`src/rtl/risc_v_32_pkg.sv`:
```
// Shared definitions for the RV32 memory-access stage: funct3 size codes,
// FSM state type and bus-lane helpers.
package risc_v_32_pkg;

  localparam logic [2:0] F3_B  = 3'b000;
  localparam logic [2:0] F3_H  = 3'b001;
  localparam logic [2:0] F3_W  = 3'b010;
  localparam logic [2:0] F3_BU = 3'b100;
  localparam logic [2:0] F3_HU = 3'b101;

  typedef enum logic {IDLE, WAIT} state_t;

  function automatic logic [3:0] be_of(input logic [2:0] f3, input logic [1:0] a);
    case (f3[1:0])
      2'b00:   be_of = 4'b0001 << a;
      2'b01:   be_of = 4'b0011 << {a[1], 1'b0};
      default: be_of = 4'b1111;
    endcase
  endfunction

  function automatic logic [31:0] wdata_of(input logic [2:0] f3, input logic [31:0] sd);
    case (f3[1:0])
      2'b00:   wdata_of = {4{sd[7:0]}};
      2'b01:   wdata_of = {2{sd[15:0]}};
      default: wdata_of = sd;
    endcase
  endfunction

  // Covers conflicting read/write, unsupported size codes and misalignment.
  function automatic logic illegal_of(input logic rd, input logic wr,
                                      input logic [2:0] f3, input logic [1:0] a);
    logic bad_ld, bad_st, mis;
    bad_ld = rd && (f3 == 3'b011 || f3 == 3'b110 || f3 == 3'b111);
    bad_st = wr && !(f3 == F3_B || f3 == F3_H || f3 == F3_W);
    mis    = (f3[1:0] == 2'b01 && a[0]) || (f3[1:0] == 2'b10 && a != 2'b00);
    illegal_of = (rd && wr) || bad_ld || bad_st || ((rd || wr) && mis);
  endfunction

endpackage

```
`src/rtl/risc_v_32_load_align.sv`:
```
// Extracts the addressed byte/half/word from a read bus word and extends it.
module risc_v_32_load_align
  import risc_v_32_pkg::*;
(
  input  logic [31:0] i_rdata,
  input  logic [2:0]  i_funct3,
  input  logic [1:0]  i_addr_lo,
  output logic [31:0] o_data
);

  logic [7:0]  w_byte;
  logic [15:0] w_half;

  always_comb begin
    case (i_addr_lo)
      2'd0:    w_byte = i_rdata[7:0];
      2'd1:    w_byte = i_rdata[15:8];
      2'd2:    w_byte = i_rdata[23:16];
      default: w_byte = i_rdata[31:24];
    endcase
    w_half = i_addr_lo[1] ? i_rdata[31:16] : i_rdata[15:0];
    case (i_funct3)
      F3_B:    o_data = {{24{w_byte[7]}}, w_byte};
      F3_BU:   o_data = {24'd0, w_byte};
      F3_H:    o_data = {{16{w_half[15]}}, w_half};
      F3_HU:   o_data = {16'd0, w_half};
      F3_W:    o_data = i_rdata;
      default: o_data = '0;
    endcase
  end

endmodule

```
`src/rtl/risc_v_32_mem.sv`:
```
// RV32 MEM stage: runs loads/stores on the data bus, stalls until ack and
// registers the MEM/WB entry for the write-back mux.
module risc_v_32_mem
  import risc_v_32_pkg::*;
#(
  parameter int unsigned ADDR_W = 32
) (
  input  logic              clk,
  input  logic              rst_n,
  input  logic              in_valid,
  output logic              in_ready,
  input  logic [31:0]       alu_out_i,
  input  logic [31:0]       store_data_i,
  input  logic [2:0]        funct3_i,
  input  logic              mem_read_i,
  input  logic              mem_write_i,
  input  logic              mem_to_reg_i,
  input  logic              reg_write_i,
  input  logic [4:0]        rd_i,
  output logic              dmem_req,
  output logic              dmem_we,
  output logic [ADDR_W-1:0] dmem_addr,
  output logic [3:0]        dmem_be,
  output logic [31:0]       dmem_wdata,
  input  logic [31:0]       dmem_rdata,
  input  logic              dmem_ack,
  output logic              wb_valid,
  output logic [31:0]       mem_out,
  output logic [31:0]       alu_out,
  output logic              MemtoReg,
  output logic              RegWrite,
  output logic [4:0]        rd,
  output logic              mem_exc
);

  state_t      r_state;
  logic [31:0] r_q_alu;
  logic [2:0]  r_q_f3;
  logic        r_q_load;
  logic        r_q_we;
  logic [3:0]  r_q_be;
  logic [31:0] r_q_wdata;
  logic        r_q_m2r;
  logic        r_q_rw;
  logic [4:0]  r_q_rd;

  logic        r_wb_valid;
  logic [31:0] r_mem_out;
  logic [31:0] r_alu_out;
  logic        r_m2r;
  logic        r_rw;
  logic [4:0]  r_rd;
  logic        r_exc;

  logic        w_accept;
  logic        w_is_mem;
  logic        w_illegal;
  logic [31:0] w_load_data;

  assign in_ready  = (r_state == IDLE);
  assign w_accept  = in_valid && in_ready;
  assign w_is_mem  = mem_read_i || mem_write_i;
  assign w_illegal = illegal_of(mem_read_i, mem_write_i, funct3_i, alu_out_i[1:0]);

  risc_v_32_load_align u_align (
    .i_rdata   (dmem_rdata),
    .i_funct3  (r_q_f3),
    .i_addr_lo (r_q_alu[1:0]),
    .o_data    (w_load_data)
  );

  // Request fields live in r_q_* so the MEM/WB outputs stay untouched while waiting.
  always_ff @(posedge clk or negedge rst_n) begin
    if (!rst_n) begin
      r_state    <= IDLE;
      r_q_alu    <= '0;
      r_q_f3     <= '0;
      r_q_load   <= 1'b0;
      r_q_we     <= 1'b0;
      r_q_be     <= '0;
      r_q_wdata  <= '0;
      r_q_m2r    <= 1'b0;
      r_q_rw     <= 1'b0;
      r_q_rd     <= '0;
      r_wb_valid <= 1'b0;
      r_mem_out  <= '0;
      r_alu_out  <= '0;
      r_m2r      <= 1'b0;
      r_rw       <= 1'b0;
      r_rd       <= '0;
      r_exc      <= 1'b0;
    end else begin
      r_wb_valid <= 1'b0;
      r_exc      <= 1'b0;
      case (r_state)
        IDLE: begin
          if (w_accept) begin
            if (!w_is_mem || w_illegal) begin
              r_wb_valid <= 1'b1;
              r_exc      <= w_illegal;
              r_mem_out  <= '0;
              r_alu_out  <= alu_out_i;
              r_m2r      <= mem_to_reg_i;
              r_rw       <= reg_write_i;
              r_rd       <= rd_i;
            end else begin
              r_q_alu   <= alu_out_i;
              r_q_f3    <= funct3_i;
              r_q_load  <= mem_read_i;
              r_q_we    <= mem_write_i;
              r_q_be    <= be_of(funct3_i, alu_out_i[1:0]);
              r_q_wdata <= wdata_of(funct3_i, store_data_i);
              r_q_m2r   <= mem_to_reg_i;
              r_q_rw    <= reg_write_i;
              r_q_rd    <= rd_i;
              r_state   <= WAIT;
            end
          end
        end
        WAIT: begin
          if (dmem_ack) begin
            r_wb_valid <= 1'b1;
            r_mem_out  <= r_q_load ? w_load_data : '0;
            r_alu_out  <= r_q_alu;
            r_m2r      <= r_q_m2r;
            r_rw       <= r_q_rw;
            r_rd       <= r_q_rd;
            r_state    <= IDLE;
          end
        end
        default: r_state <= IDLE;
      endcase
    end
  end

  assign dmem_req   = (r_state == WAIT);
  assign dmem_we    = dmem_req && r_q_we;
  assign dmem_addr  = {r_q_alu[ADDR_W-1:2], 2'b00};
  assign dmem_be    = r_q_be;
  assign dmem_wdata = r_q_wdata;

  assign wb_valid = r_wb_valid;
  assign mem_out  = r_mem_out;
  assign alu_out  = r_alu_out;
  assign MemtoReg = r_m2r;
  assign rd       = r_rd;
  assign mem_exc  = r_exc;
  assign RegWrite = r_rw && r_wb_valid && !r_exc;

endmodule

```
`config.mk`:
```
export PLATFORM = sky130hd
export DESIGN_NAME = risc_v_32_mem
export DESIGN_NICKNAME = d
export VERILOG_FILES = /design/src/rtl/risc_v_32_pkg.sv /design/src/rtl/risc_v_32_load_align.sv /design/src/rtl/risc_v_32_mem.sv
export SDC_FILE = /design/constraint.sdc
export NUM_CORES = 1
export LEC_CHECK = 0
export ABC_AREA = 1
export BUFFER_PORTS_ARGS = -buffer_cell sky130_fd_sc_hd__buf_4
export CAP_MARGIN = 20
export CORE_MARGIN = 1
export CORE_UTILIZATION = 25
export CTS_CLUSTER_DIAMETER = 50
export DETAILED_ROUTE_END_ITERATION = 12
export HOLD_SLACK_MARGIN = 0.12
export REMOVE_ABC_BUFFERS = 1
export SYNTH_ARGS = -nofsm -noshare
export SYNTH_HDL_FRONTEND = slang
export SYNTH_HIERARCHICAL = 1
export SYNTH_SLANG_ARGS = --single-unit
export TNS_END_PERCENT = 50
```
`constraint.sdc`:
```
create_clock -name clk -period 1.5 [get_ports clk]
set_input_delay 0.075 -clock clk [delete_from_list [all_inputs] [get_ports clk]]
set_output_delay 0.075 -clock clk [all_outputs]
set_load 0.05 [all_outputs]
```
**Word-level counts from Yosys, hierarchy flattened**

Index checks and enable logic that the tools add are counted.

- Logic and storage cells: 104
- Output and inout port bits: 144
- Bits in latches: 0
- Register bits: 154
- ROM bits: 0
- Bits in writable memories: 0
- Input bits: 112
- Memories kept: 0

- Bitwise gates (word level): 2
- Reductions and logical operators: 30
- Multiplexer cells: 37
- Shift-type cells: 2
- $mul: 0
- Order comparisons: 0
- Eq/ne operators: 16
- Divide/modulo/power cells: 0
- $add $sub $neg: 0

Operators with widths:

| cell | number |
|---|---|
| 32-bit 2-to-1 mux | 7 |
| 32-bit case mux with 2 select lines | 3 |
| 32-bit case mux with 5 select lines | 1 |
| 8-bit case mux with 3 select lines | 1 |
| 16-bit 2-to-1 mux | 1 |
| 1-bit 2-to-1 mux | 15 |
| 5-bit 2-to-1 mux | 3 |
| 3-bit equality test, second input constant | 4 |
| 1-bit logical AND | 10 |
| 1-bit logical OR | 10 |
| 5-bit case mux with 2 select lines | 1 |
| 3-bit by 2-bit equality test with 1-bit output, second input constant | 3 |
| 1-bit case mux with 2 select lines | 4 |
| 4-bit case mux with 2 select lines | 1 |
| 3-bit by 1-bit equality test with 1-bit output, second input constant | 2 |
| 3-bit zero test | 2 |
| 3-bit AND reduction | 2 |
| 2-bit by 1-bit equality test with 1-bit output, second input constant | 2 |
| 2-bit equality test, second input constant | 2 |
| 2-bit zero test | 2 |
| 2-bit by 1-bit inequality test with 1-bit output, second input constant | 2 |
| 1-bit by 2-bit left shift with 4-bit output, first input constant | 1 |
| 2-bit by 2-bit left shift with 4-bit output, first input constant | 1 |
| 1-bit zero test | 3 |
| other kinds (3) | 4 |

**Logic depth before layout (Yosys ltp)**

Gate-level depths: netlist of the first run.

- Word-level depth: 11
- Gate-level depth with buffers: 11
- Gate-level depth less buffers: 9

**By module**

Netlist of the first run, hierarchy kept.

By module, submodules not included:

| module | sequential area each (um^2) | cells each | instances | area each (um^2) |
|---|---|---|---|---|
| risc_v_32_mem | 3,853.7 | 948 | 1 | 7,420.9 |
| risc_v_32_load_align | 0.0 | 207 | 1 | 1,151.1 |

**Worst setup path after synthesis of the first run**

No wires, ideal clock.

- Path type: reg2reg
- Start: register r_state, in the netlist dmem_req
- End: register r_alu_out[23], in the netlist alu_out[23]
- Data required time: 1,433 ps
- Path buffers: 1
- Setup time: 67 ps
- Slack: -225 ps
- Clock period less this slack: 1,725 ps
- Arrival time: 1,658 ps
- Stages on the path, launching flop included: 7
- Cells stage by stage: dfrtp_1 -> inv_1 -> clkbuf_1 -> nand2_1 -> nand2_1 -> nand2_1 -> nand2_1

- Cells in the longest elaborated chain, start to end: 4
- Elaborated cells between the ends (all ways): 7
- Classes of those cells: 3 x eq/ne; 1 x mux; 1 x bitwise; 2 x reduce/logical

RTL lines:

| item | line | RTL |
|---|---|---|
| from (decl) | risc_v_32_mem.sv:36 | `state_t r_state;` |
| from (signal assigned) | risc_v_32_mem.sv:75 | `r_state <= IDLE;` |
| from (signal assigned) | risc_v_32_mem.sv:116 | `r_state <= WAIT;` |
| from (signal assigned) | risc_v_32_mem.sv:128 | `r_state <= IDLE;` |
| 1-bit inverter (no source line) (*) | - |  |
| net in_ready | risc_v_32_mem.sv:11 | `output logic in_ready,` |
| 1-bit logical AND | risc_v_32_mem.sv:61 | `assign w_accept = in_valid && in_ready;` |
| 2-bit by 1-bit inequality test with 1-bit output (no source line) | - |  |
| 3-bit AND reduction (no source line) | - |  |
| to (signal assigned) | risc_v_32_mem.sv:102 | `r_alu_out <= alu_out_i;` |
| to (signal assigned) | risc_v_32_mem.sv:124 | `r_alu_out <= r_q_alu;` |
| to (decl) | risc_v_32_mem.sv:49 | `logic [31:0] r_alu_out;` |

Mark *: on every way through the listed nets, which the timed path passes. The rest lies on a longest branch.
A chain may end at the register's enable or synchronous reset.

**Worst setup path in the final report of the first run**

- Start: input port funct3_i[0]
- End: register r_q_alu[18]

- Cells in the longest elaborated chain, start to end: 10
- Elaborated cells between the ends (all ways): 25
- Classes of those cells: 7 x eq/ne; 1 x bitwise; 17 x reduce/logical

RTL lines:

| item | line | RTL |
|---|---|---|
| from (decl) | risc_v_32_mem.sv:14 | `input logic [2:0] funct3_i,` |
| 3-bit by 2-bit equality test with 1-bit output, or another cell as far along | risc_v_32_pkg.sv:33 | `bad_ld = rd && (f3 == 3'b011 \|\| f3 == 3'b110 \|\| f3 == 3'b111);` |
| 1-bit logical OR (on tied branches) (2 in a row) | risc_v_32_pkg.sv:33, risc_v_32_pkg.sv:34 |  |
| 1-bit logical AND / 1-bit zero test (equally long branches) | risc_v_32_pkg.sv:33, risc_v_32_pkg.sv:34 |  |
| 1-bit logical OR / 1-bit logical AND (equally long branches) | risc_v_32_pkg.sv:36, risc_v_32_pkg.sv:34 |  |
| 1-bit logical OR | risc_v_32_pkg.sv:36 | `illegal_of = (rd && wr) \|\| bad_ld \|\| bad_st \|\| ((rd \|\| wr) && mis);` |
| 1-bit logical OR (*) | risc_v_32_pkg.sv:36 |  |
| 1-bit logical OR (*) | risc_v_32_mem.sv:98 | `if (!w_is_mem \|\| w_illegal) begin` |
| 1-bit inverter (no source line) (*) | - |  |
| 3-bit AND reduction (no source line) (*) | - |  |
| to (signal assigned) | risc_v_32_mem.sv:107 | `r_q_alu <= alu_out_i;` |
| to (decl) | risc_v_32_mem.sv:37 | `logic [31:0] r_q_alu;` |

Every way passes the cells marked *; elsewhere a longest branch is shown, timed or not.

==> metrics.csv, run 1 <==
stage,metric,value,unit
status,status,completed,
yosys,synth_area,0.00857,mm^2
timing,setup_tns,0,ns
timing,setup_viol,0,
worst_setup_path,end_kind,register,
clock_tree,cts.path.max_buffers,2,
cells_and_area,drive_gt1_share,27.6,%
routing,wl_per_cell,16.7,um
timing,fmax,689,MHz
routing,viasPerCell,4.70,
power_and_ir_drop,p_per_area,1420,mW/mm^2
flow_run,maxCapViolations,0,
floorplan,dieArea,0.0350,mm^2
routing,initialDrtViolationCount,528,
floorplan,die_h,187,um
routing,wirelength,32.7,mm
yosys,synthArstFlopShare,100,%
worst_setup_path,cp-start-kind,input port,
timing,skew,0.0124,ns
clock_tree,path_clk_slew,0.07,ns
worst_setup_path,ff2ff_path_depth,9,
routing,drc,0,
grt,grt_use_total,18.1,%
worst_setup_path,r2r-start,dmem_req,
worst_setup_path,cp.arrival,1.77,ns
yosys,ys_seq_elements,154,
cells_and_area,final_cell_mix,"nand2_1, buf_4, dfrtp_1, nand4_1, dlygate4sd3_1",
routing,vias,9193,
clock_tree,clock_sinks,154,
timing,hold_viol,0,
worst_hold_path,hold_path_startpoint,dmem_rdata[5],
worst_setup_path,rr_endpoint,r_q_alu[18],
worst_hold_path,hold_class,input port to register,
yosys,seq_area_frac_synth,45.0,%
yosys,synth_top_cell_by_area,dfrtp_1,
timing,drv_slew,0,
clock_tree,numCtsBuffers,17,
clock_tree,cts-root-buf,clkbuf_16,
yosys,syn_avg_cell_area,7.42,um^2
power_and_ir_drop,worst_ir_drop_vdd,811,uV
floorplan,coreArea,0.0336,mm^2
cells_and_area,n_antenna_cell,0,
yosys,synth_top_area_share,45.0,%
worst_setup_path,crit_path_max_fanout,9,
placed_design,port_buffers,253,
worst_setup_path,required,1.82,ns
worst_setup_path,crit_type,input port to register,
placed_design,dpl.hpwl,20.0,mm
worst_hold_path,min_path_cells,7,
grt,grt_overflow,0,
routing,final_antenna_net_count,0,
floorplan,io_pins,256,
cells_and_area,layout_commonest_cell,nand2_1,
power_and_ir_drop,leakagePower,7.15,nW
yosys,netlist_top_cells_area,"dfrtp_1, nand2_1, nand4_1",
grt,grt_first_pass_wirelength,49.9,mm
yosys,ys_types,32,
clock_tree,clock_latency,0.44,ns
placed_design,place_area,0.0109,mm^2
yosys,synth_edf_count,0,
yosys,synth_cells,1155,
worst_setup_path,r2r_setup_slack,0.05,ns
timing,hold_slack,0.164,ns
yosys,ys.flop_type,dfrtp_1,
timing,fin_crit_sh,96.8,%
clock_tree,ctsHtreeMaxLevel,4,
routing,firstDrtPassIters,5,
cells_and_area,nets,1605,
cells_and_area,area_growth,53.9,%
floorplan,start_util,25.5,%
worst_hold_path,holdPathEnd,mem_out[5],
grt,grt_pass1_vias,8967,
cells_and_area,fin_area,0.0132,mm^2
floorplan,fp.dieW,187,um
timing,period_needed,1.45,ns
grt,antenna_found_initial,0,
clock_tree,cts_tree,done,
grt,grt_max_degree,68,
placed_design,place_congestion,0.845,
yosys,yosysWarningCount,6,
floorplan,fp-row-count,67,
## flip-flops by register name (all words and copies together) (netlist names), 3 cells and up
register and cells:
r_q_rd 5, r_q_alu 32, dmem_be 4, rd 5, alu_out 32, dmem_wdata 32, r_q_f3 3, mem_out 32
## worst max-delay path by stage
stage | startpoint | endpoint | slack (ns) | cells past startpoint
floorplan | dmem_req | wb_valid | -5.08 | 5
global placement | dmem_req | alu_out[26] | 0.04 | 8
detailed placement | dmem_req | alu_out[25] | 0.01 | 8
CTS | dmem_req | dmem_req | -0.02 | 3
global route | dmem_req | dmem_wdata[0] | -0.007 | 9
finish | funct3_i[0] | r_q_alu[18] | 0.05 | 11
## layout make-up
class	count	area, um^2
Clock buffer	20	457
Tap cell	448	561
Sequential cell	154	3860
Multi-Input combinational cell	856	3970
Timing Repair Buffer	437	4070
Inverter	27	114
Fill cell	3396	20400
Clock inverter	12	163
## synthesized netlist by cell type, types with 2 or more instances
library cell and number:
or2_2 2, a21oi_1 5, dfrtp_1 154, buf_6 2, buf_8 2, buf_12 2, nand3_2 22, clkbuf_1 47
o21ai_0 6, nor2_1 17, nand3_4 2, nand4_1 112, buf_2 21, nand3_1 107, nand2_1 564, nand3b_1 3
inv_1 22, inv_2 3, inv_4 2, o211ai_1 4, nand2_4 2, buf_4 44
## logic make-up (layout without fill, tap and decap cells)
group                  count (synthesis)  after routing  synth area share, %
buffers and inverters                147            496                 9.56
AOI/OAI and AO/OA                     16             16                 1.05
other                                  1              2               0.0437
and+or+nand+nor                      837            838                 44.4
DFF                                  154            154                 45.0
## per-layer routing
layer  vias to the layer above  part of all wire, %  global-route usage [%]
met1                      4398                   44                    23.8
met4                         0                  1.3                    5.26
met5                         -                    0                       0
li1                       4428                    -                       -
met2                       335                   47                    29.1
met3                        32                  7.1                    4.58
## power by group
part	internal, W	switching [W]
sequential	0.00505	0.000682
combinational	0.00281	0.00560
clock	0.00273	0.00191
## timing repair
item / in CTS / in global routing
pin swaps: 1 / 3
endpoints found under the setup margin: 8 / 111
hold buffers: 111 / 0
gates resized for setup: 16 / 22
setup buffers: 4 / 8
cloned: 4 / 9
hold endpoints to repair: 306 / 0
## worst max-delay path, stage by stage
cell	delay [ns]
dlygate4sd3_1	0.55
buf_6	0.14
nand2_1	0.06
nand2_1	0.05
nor2_1	0.13
and2_4	0.23
nand3_4	0.09
buf_12	0.17
clkbuf_16	0.18
nand2_1	0.06
nand2_1	0.05
## metrics by stage
step | util (%) | total power, W | setup WS [ns] | instances
after floorplan | - | 0.0106 | -5.08 | 1036
after global placement | 32.5 | 0.0136 | 0.0405 | 1788
after detailed placement | 32.5 | 0.0137 | 0.0112 | 1788
after CTS | 38.3 | 0.0188 | -0.0162 | 1939
after global routing | 39.2 | 0.0198 | -0.00670 | 1954
final | 39.2 | 0.0188 | 0.0477 | 1954
(Power assumes the default switching activity.)
==> run 2: changes to the inputs <==
- CORE_ASPECT_RATIO: unset -> 0.8
- CORE_MARGIN: 1 -> 4
==> metrics.csv, run 2 (synthesized netlist as in run 1, its figures left out) <==
stage,metric,value,unit,change
clock_tree,clock_latency,0.43,ns,was 0.44 ns
clock_tree,cts_tree,done,,unchanged
flow_run,maxCapViolations,0,,unchanged
routing,firstDrtPassIters,5,,unchanged
grt,grt_pass1_vias,9157,,was 8967
floorplan,coreArea,0.0337,mm^2,was 0.0336 mm^2
worst_setup_path,r2r-start,dmem_req,,unchanged
worst_setup_path,crit_buf_inv,4,,unchanged
worst_setup_path,end_kind,register,,unchanged
grt,grt_first_pass_wirelength,51.3,mm,was 49.9 mm
placed_design,dp.cells,1773,,was 1788
timing,hold_viol,0,,unchanged
worst_setup_path,crit_family,buffers and inverters,,unchanged
cells_and_area,nets,1600,,was 1605
timing,setup_viol,0,,unchanged
power_and_ir_drop,p_per_area,1440,mW/mm^2,was 1420 mW/mm^2
timing,rsz0062_at_grt,yes,,
cells_and_area,fill_cells,3388,,was 3396
timing,fmax,682,MHz,was 689 MHz
routing,vias,9244,,was 9193
placed_design,place_congestion,0.870,,was 0.845
worst_setup_path,crit_path_start,funct3_i[2],,was funct3_i[0]
worst_hold_path,holdPathEnd,mem_out[3],,was mem_out[5]
floorplan,fp-row-count,60,,was 67
routing,initialDrtViolationCount,739,,was 528
cells_and_area,final_cell_mix,"nand2_1, buf_4, dfrtp_1, nand4_1",,"was nand2_1, buf_4, dfrtp_1, nand4_1, dlygate4sd3_1"
status,status,completed,,unchanged
worst_setup_path,crit_type,input port to register,,unchanged
worst_setup_path,required,1.86,ns,was 1.82 ns
worst_hold_path,hold_path_startpoint,dmem_rdata[3],,was dmem_rdata[5]
floorplan,fp.dieW,215,um,was 187 um
routing,wl_per_cell,18.0,um,was 16.7 um
power_and_ir_drop,leakagePower,7.16,nW,was 7.15 nW
timing,period_needed,1.47,ns,was 1.45 ns
placed_design,dpl.hpwl,21.3,mm,was 20.0 mm
worst_setup_path,r2r_setup_slack,0.06,ns,was 0.05 ns
worst_setup_path,cp_cell_sequence,"dlygate4sd3_1, buf_4, nor2_1, nor2_1, nor2_2, nand3_2, nand2_4, buf_12, clkbuf_16, nand3_1, nand2_1",,"was dlygate4sd3_1, buf_6, nand2_1, nand2_1, nor2_1, and2_4, nand3_4, buf_12, clkbuf_16, nand2_1, nand2_1"
worst_hold_path,hold_class,input port to register,,unchanged
power_and_ir_drop,worst_ir_drop_vdd,749,uV,was 811 uV
worst_setup_path,cp.arrival,1.83,ns,was 1.77 ns
clock_tree,numCtsBuffers,17,,unchanged
floorplan,dieArea,0.0373,mm^2,was 0.0350 mm^2
grt,antenna_found_initial,1,,was 0
worst_setup_path,slowest_stage,dlygate4sd3_1,,unchanged
clock_tree,cts-root-buf,clkbuf_16,,unchanged
clock_tree,path_clk_slew,0.07,ns,about the same
routing,wirelength,34.9,mm,was 32.7 mm
worst_setup_path,rr_endpoint,mem_out[18],,was r_q_alu[18]
worst_setup_path,crit_path_max_fanout,6,,was 9
clock_tree,cts.path.max_buffers,2,,unchanged
floorplan,die_h,174,um,was 187 um
cells_and_area,finalNonFillerCells,1935,,was 1954
floorplan,start_util,25.4,%,was 25.5%
worst_setup_path,max_stage_delay,0.57,ns,was 0.55 ns
worst_setup_path,cp-start-kind,input port,,unchanged
worst_hold_path,min_path_cells,7,,unchanged
placed_design,port_buffers,253,,unchanged
grt,grt_overflow,0,,unchanged
clock_tree,ctsHtreeMaxLevel,4,,unchanged
grt,grt_max_degree,61,,was 68
grt,grt_use_total,17.0,%,was 18.1%
timing,fin_crit_sh,97.7,%,was 96.8%
cells_and_area,layout_commonest_cell,nand2_1,,unchanged
cells_and_area,drive_gt1_share,27.6,%,about the same
clock_tree,clock_sinks,154,,unchanged
routing,viasPerCell,4.78,,was 4.70
worst_setup_path,ff2ff_path_depth,8,,was 9
timing,drv_slew,0,,unchanged
timing,skew,0.0117,ns,was 0.0124 ns
worst_setup_path,crit_path_frequent_cell,nor2_1,,was nand2_1
power_and_ir_drop,total_power,0.0190,W,was 0.0188 W
routing,final_antenna_net_count,0,,unchanged
cells_and_area,area_growth,53.8,%,was 53.9%
routing,drc,0,,unchanged
floorplan,io_pins,256,,unchanged
## run 2: cell types whose count changed in the layout (fill, tap and decap cells not counted), moves of 2 or more
cell,delta
buf_4,-5
clkbuf_16,+5
dlygate4sd3_1,-4
inv_6,-4
buf_8,+2
bufbuf_16,-2
clkinv_2,+2
nand2_1,+2
nand2_4,-2
## run 2: how the worst max path moves through the flow
stage                       end  slack (ns)  depth (start not counted)
global route        mem_out[30]       -0.03                         11
global placement    alu_out[22]        0.03                          8
detailed placement  alu_out[22]       0.008                          8
floorplan              wb_valid       -5.08                          5
CTS                       rd[2]      -0.005                          8
finish               alu_out[8]        0.03                         11
## run 2: power breakdown
group / internal (W) / switching [W]
logic: 0.00283 / 0.00568
registers: 0.00505 / 0.000691
clock network: 0.00291 / 0.00186
total: 0.0108 / 0.00823
## run 2: metal layers
metal	global-route usage [%]	part of all wire, %	vias up
met4	4.83	2.2	0
met5	0	0	-
met3	4.96	7.8	42
met2	26.1	44	377
met1	23.3	46	4407
li1	-	-	4418
## run 2: cell type report
type                       count  area, um^2  area share, %
sequential                   154        3860           29.3
clock inverter                11         169           1.28
antenna                        1        2.50         0.0190
tap                          434         543           4.12
multi-input combinational    855        3960           30.0
timing repair buffer         433        4070           30.9
clock buffer                  20         467           3.54
inverter                      27         111          0.845
## run 2: per-stage QoR
stage                     util [%]  setup TNS (ns)  hold slack [ns]  setup WS [ns]  area (um^2)
final                         39.1               0            0.146         0.0346        13200
after global routing          39.1          -0.341            0.171        -0.0261        13200
after CTS                     37.6         -0.0135            0.124       -0.00511        12700
after detailed placement      32.3               0           0.0207        0.00827        10900
after global placement        32.3               0           0.0166         0.0312        10900
after floorplan                  -         -611.62           -0.221          -5.08         7860
## run 2: worst min-delay path: stages
cell	delay, ns
buf_4	0.12
nand3_1	0.07
nand2_1	0.05
inv_1	0.04
nand2_1	0.05
nand4_1	0.08
nand2_1	0.05
## run 2: timing repair
item	CTS	global route
hold buffers	107	0
gates resized for setup	8	25
setup endpoints to repair	3	154
cloned	1	14
hold endpoints to repair	301	0
pin swaps	0	6
setup buffers	0	9
==> run 3: changes to the inputs <==
- CORE_MARGIN: 4 -> 10
==> metrics.csv, run 3 (synthesized netlist as in run 1, its figures left out) <==
stage,metric,value,unit,change
worst_setup_path,crit_path_max_fanout,20,,was 6
timing,hold_viol,0,,unchanged
timing,tightest_slew,0.561,ns,
worst_setup_path,crit_family,buffers and inverters,,unchanged
worst_setup_path,crit_type,register to output pin,,was input port to register
status,status,completed,,unchanged
floorplan,io_pins,256,,unchanged
clock_tree,numCtsBuffers,17,,unchanged
placed_design,place_area,0.0109,mm^2,about the same
timing,slew_headroom,62.6,%,
timing,drv_slew,0,,unchanged
clock_tree,path_clk_slew,0.06,ns,was 0.07 ns
routing,wl_per_cell,17.9,um,was 18.0 um
grt,antenna_found_initial,4,,was 1
timing,skew,0.00998,ns,was 0.0117 ns
power_and_ir_drop,leakagePower,7.03,nW,was 7.16 nW
routing,drc,0,,unchanged
power_and_ir_drop,p_per_area,1470,mW/mm^2,was 1440 mW/mm^2
grt,grt_max_degree,46,,was 61
worst_hold_path,hold_class,input port to register,,unchanged
worst_setup_path,crit_buf_inv,3,,was 4
floorplan,die_h,186,um,was 174 um
power_and_ir_drop,total_power,0.0190,W,about the same
worst_setup_path,slowest_stage,dfrtp_2,,was dlygate4sd3_1
grt,grt_use_total,16.1,%,was 17.0%
placed_design,port_buffers,253,,unchanged
routing,initialDrtViolationCount,832,,was 739
cells_and_area,area_growth,51.1,%,was 53.8%
clock_tree,clock_latency,0.45,ns,was 0.43 ns
cells_and_area,finalNonFillerCells,1927,,was 1935
routing,firstDrtPassIters,5,,unchanged
worst_setup_path,max_stage_delay,0.45,ns,was 0.57 ns
flow_run,maxCapViolations,0,,unchanged
grt,grt_overflow,0,,unchanged
timing,fmax,683,MHz,was 682 MHz
placed_design,place_congestion,0.833,,was 0.870
grt,grt_first_pass_wirelength,53.2,mm,was 51.3 mm
routing,wirelength,34.4,mm,was 34.9 mm
routing,viasPerCell,4.74,,was 4.78
timing,period_needed,1.46,ns,was 1.47 ns
clock_tree,cts-root-buf,clkbuf_16,,unchanged
worst_setup_path,cp.arrival,1.39,ns,was 1.83 ns
floorplan,fp-row-count,60,,unchanged
placed_design,dp.cells,1772,,was 1773
timing,rsz0062_at_grt,yes,,unchanged
timing,hold_slack,0.136,ns,was 0.146 ns
floorplan,coreArea,0.0337,mm^2,unchanged
clock_tree,clock_sinks,154,,unchanged
worst_setup_path,r2r_setup_slack,0.06,ns,about the same
cells_and_area,nets,1590,,was 1600
cells_and_area,fin_area,0.0130,mm^2,was 0.0132 mm^2
floorplan,fp.dieW,227,um,was 215 um
cells_and_area,multi_input_area,0.00397,mm^2,was 0.00396 mm^2
clock_tree,cts_tree,done,,unchanged
worst_setup_path,required,1.42,ns,was 1.86 ns
power_and_ir_drop,worst_ir_drop_vdd,867,uV,was 749 uV
placed_design,pre_cts_ws,0.00243,ns,was 0.00827 ns
grt,grt_pass1_vias,9217,,was 9157
timing,setup_viol,0,,unchanged
cells_and_area,fill_cells,3382,,was 3388
worst_setup_path,cp-start-kind,register,,was input port
routing,final_antenna_net_count,0,,unchanged
cells_and_area,layout_commonest_cell,nand2_1,,unchanged
routing,vias,9125,,was 9244
placed_design,dpl.hpwl,22.6,mm,was 21.3 mm
timing,fin_crit_sh,97.5,%,was 97.7%
cells_and_area,drive_gt1_share,26.7,%,was 27.6%
worst_setup_path,end_kind,output pin,,was register
clock_tree,cts.path.max_buffers,2,,unchanged
cells_and_area,ff_latch_area,0.00386,mm^2,about the same
timing,finalWorstSetupSlack,0.0369,ns,was 0.0346 ns
floorplan,dieArea,0.0421,mm^2,was 0.0373 mm^2
cells_and_area,final_cell_mix,"nand2_1, buf_4, dfrtp_1, nand4_1, dlygate4sd3_1",,"was nand2_1, buf_4, dfrtp_1, nand4_1"
worst_setup_path,cp_cell_sequence,"inv_2, buf_12, buf_8",,"was dlygate4sd3_1, buf_4, nor2_1, nor2_1, nor2_2, nand3_2, nand2_4, buf_12, clkbuf_16, nand3_1, nand2_1"
floorplan,start_util,25.4,%,unchanged
clock_tree,ctsHtreeMaxLevel,4,,unchanged
==> run 3: changes by cell type in the layout (fill, tap and decap cells not counted), moves of 2 or more <==
cell and change:
buf_12 -3, buf_6 -2, buf_8 -2, clkbuf_1 +2, clkbuf_16 -7, clkinv_2 -2, clkinv_4 -4, diode_2 +3
dlygate4sd3_1 +2, dlymetal6s4s_1 +2, inv_4 +2
==> run 3: per-layer routing <==
metal | vias up | wire, um | track usage [%]
li1 | 4399 | - | -
met1 | 4343 | 15100 | 20.8
met2 | 346 | 15700 | 25.1
met3 | 37 | 2980 | 5.19
met4 | 0 | 652 | 5.11
met5 | - | 0 | 0
==> run 3: area by class of cell <==
type                       count  area share, %
tap                          434           4.19
inverter                      27          0.860
sequential                   154           29.8
clock inverter                 7           1.26
timing repair buffer         423           29.4
antenna                        4         0.0773
multi-input combinational    855           30.6
clock buffer                  23           3.77
==> run 3: path summary, 6_finish.rpt <==
kind	startpoint	to	cells past startpoint
worst max-delay path	dmem_req	in_ready	3
worst min-delay path	funct3_i[2]	r_q_f3[2]	4
worst max register to register	dmem_req	alu_out[22]	8
worst min register to register	r_q_rw	r_q_rw	2
max in group asynchronous	rst_n	r_q_alu[1]	3
min in group asynchronous	rst_n	dmem_wdata[16]	3
==> run 3: worst register-to-register path, stage by stage, from the launching register on <==
cell       delay (ns)
dfrtp_2          0.45
inv_2            0.12
nand2_1          0.10
inv_4            0.12
nand2_4          0.12
nand2_8          0.15
clkbuf_16        0.20
nand2_1          0.06
nand2_1          0.05
==> run 3: report_power, final <==
part / internal, W / switching, W / leakage, nW
registers: 0.00505 / 0.000683 / 1.97
logic: 0.00273 / 0.00566 / 4.75
clock network: 0.00311 / 0.00180 / 0.315
==> run 3: what timing repair did <==
item | in CTS | in global routing
setup endpoints to repair | 4 | 123
cloned | 1 | 4
endpoints found under the hold margin | 303 | 0
resized for setup | 12 | 22
hold buffers | 111 | 0
setup buffers | 2 | 3
pin swaps | 0 | 3
==> run 3: per-stage QoR <==
| stage | utilization, % | TNS (ns) |
|---|---|---|
| after detailed placement | 32.3 | 0 |
| final | 38.4 | 0 |
| after CTS | 37.8 | 0 |
| after global placement | 32.3 | 0 |
| after global routing | 38.4 | -0.0797 |
| after floorplan | - | -611.62 |
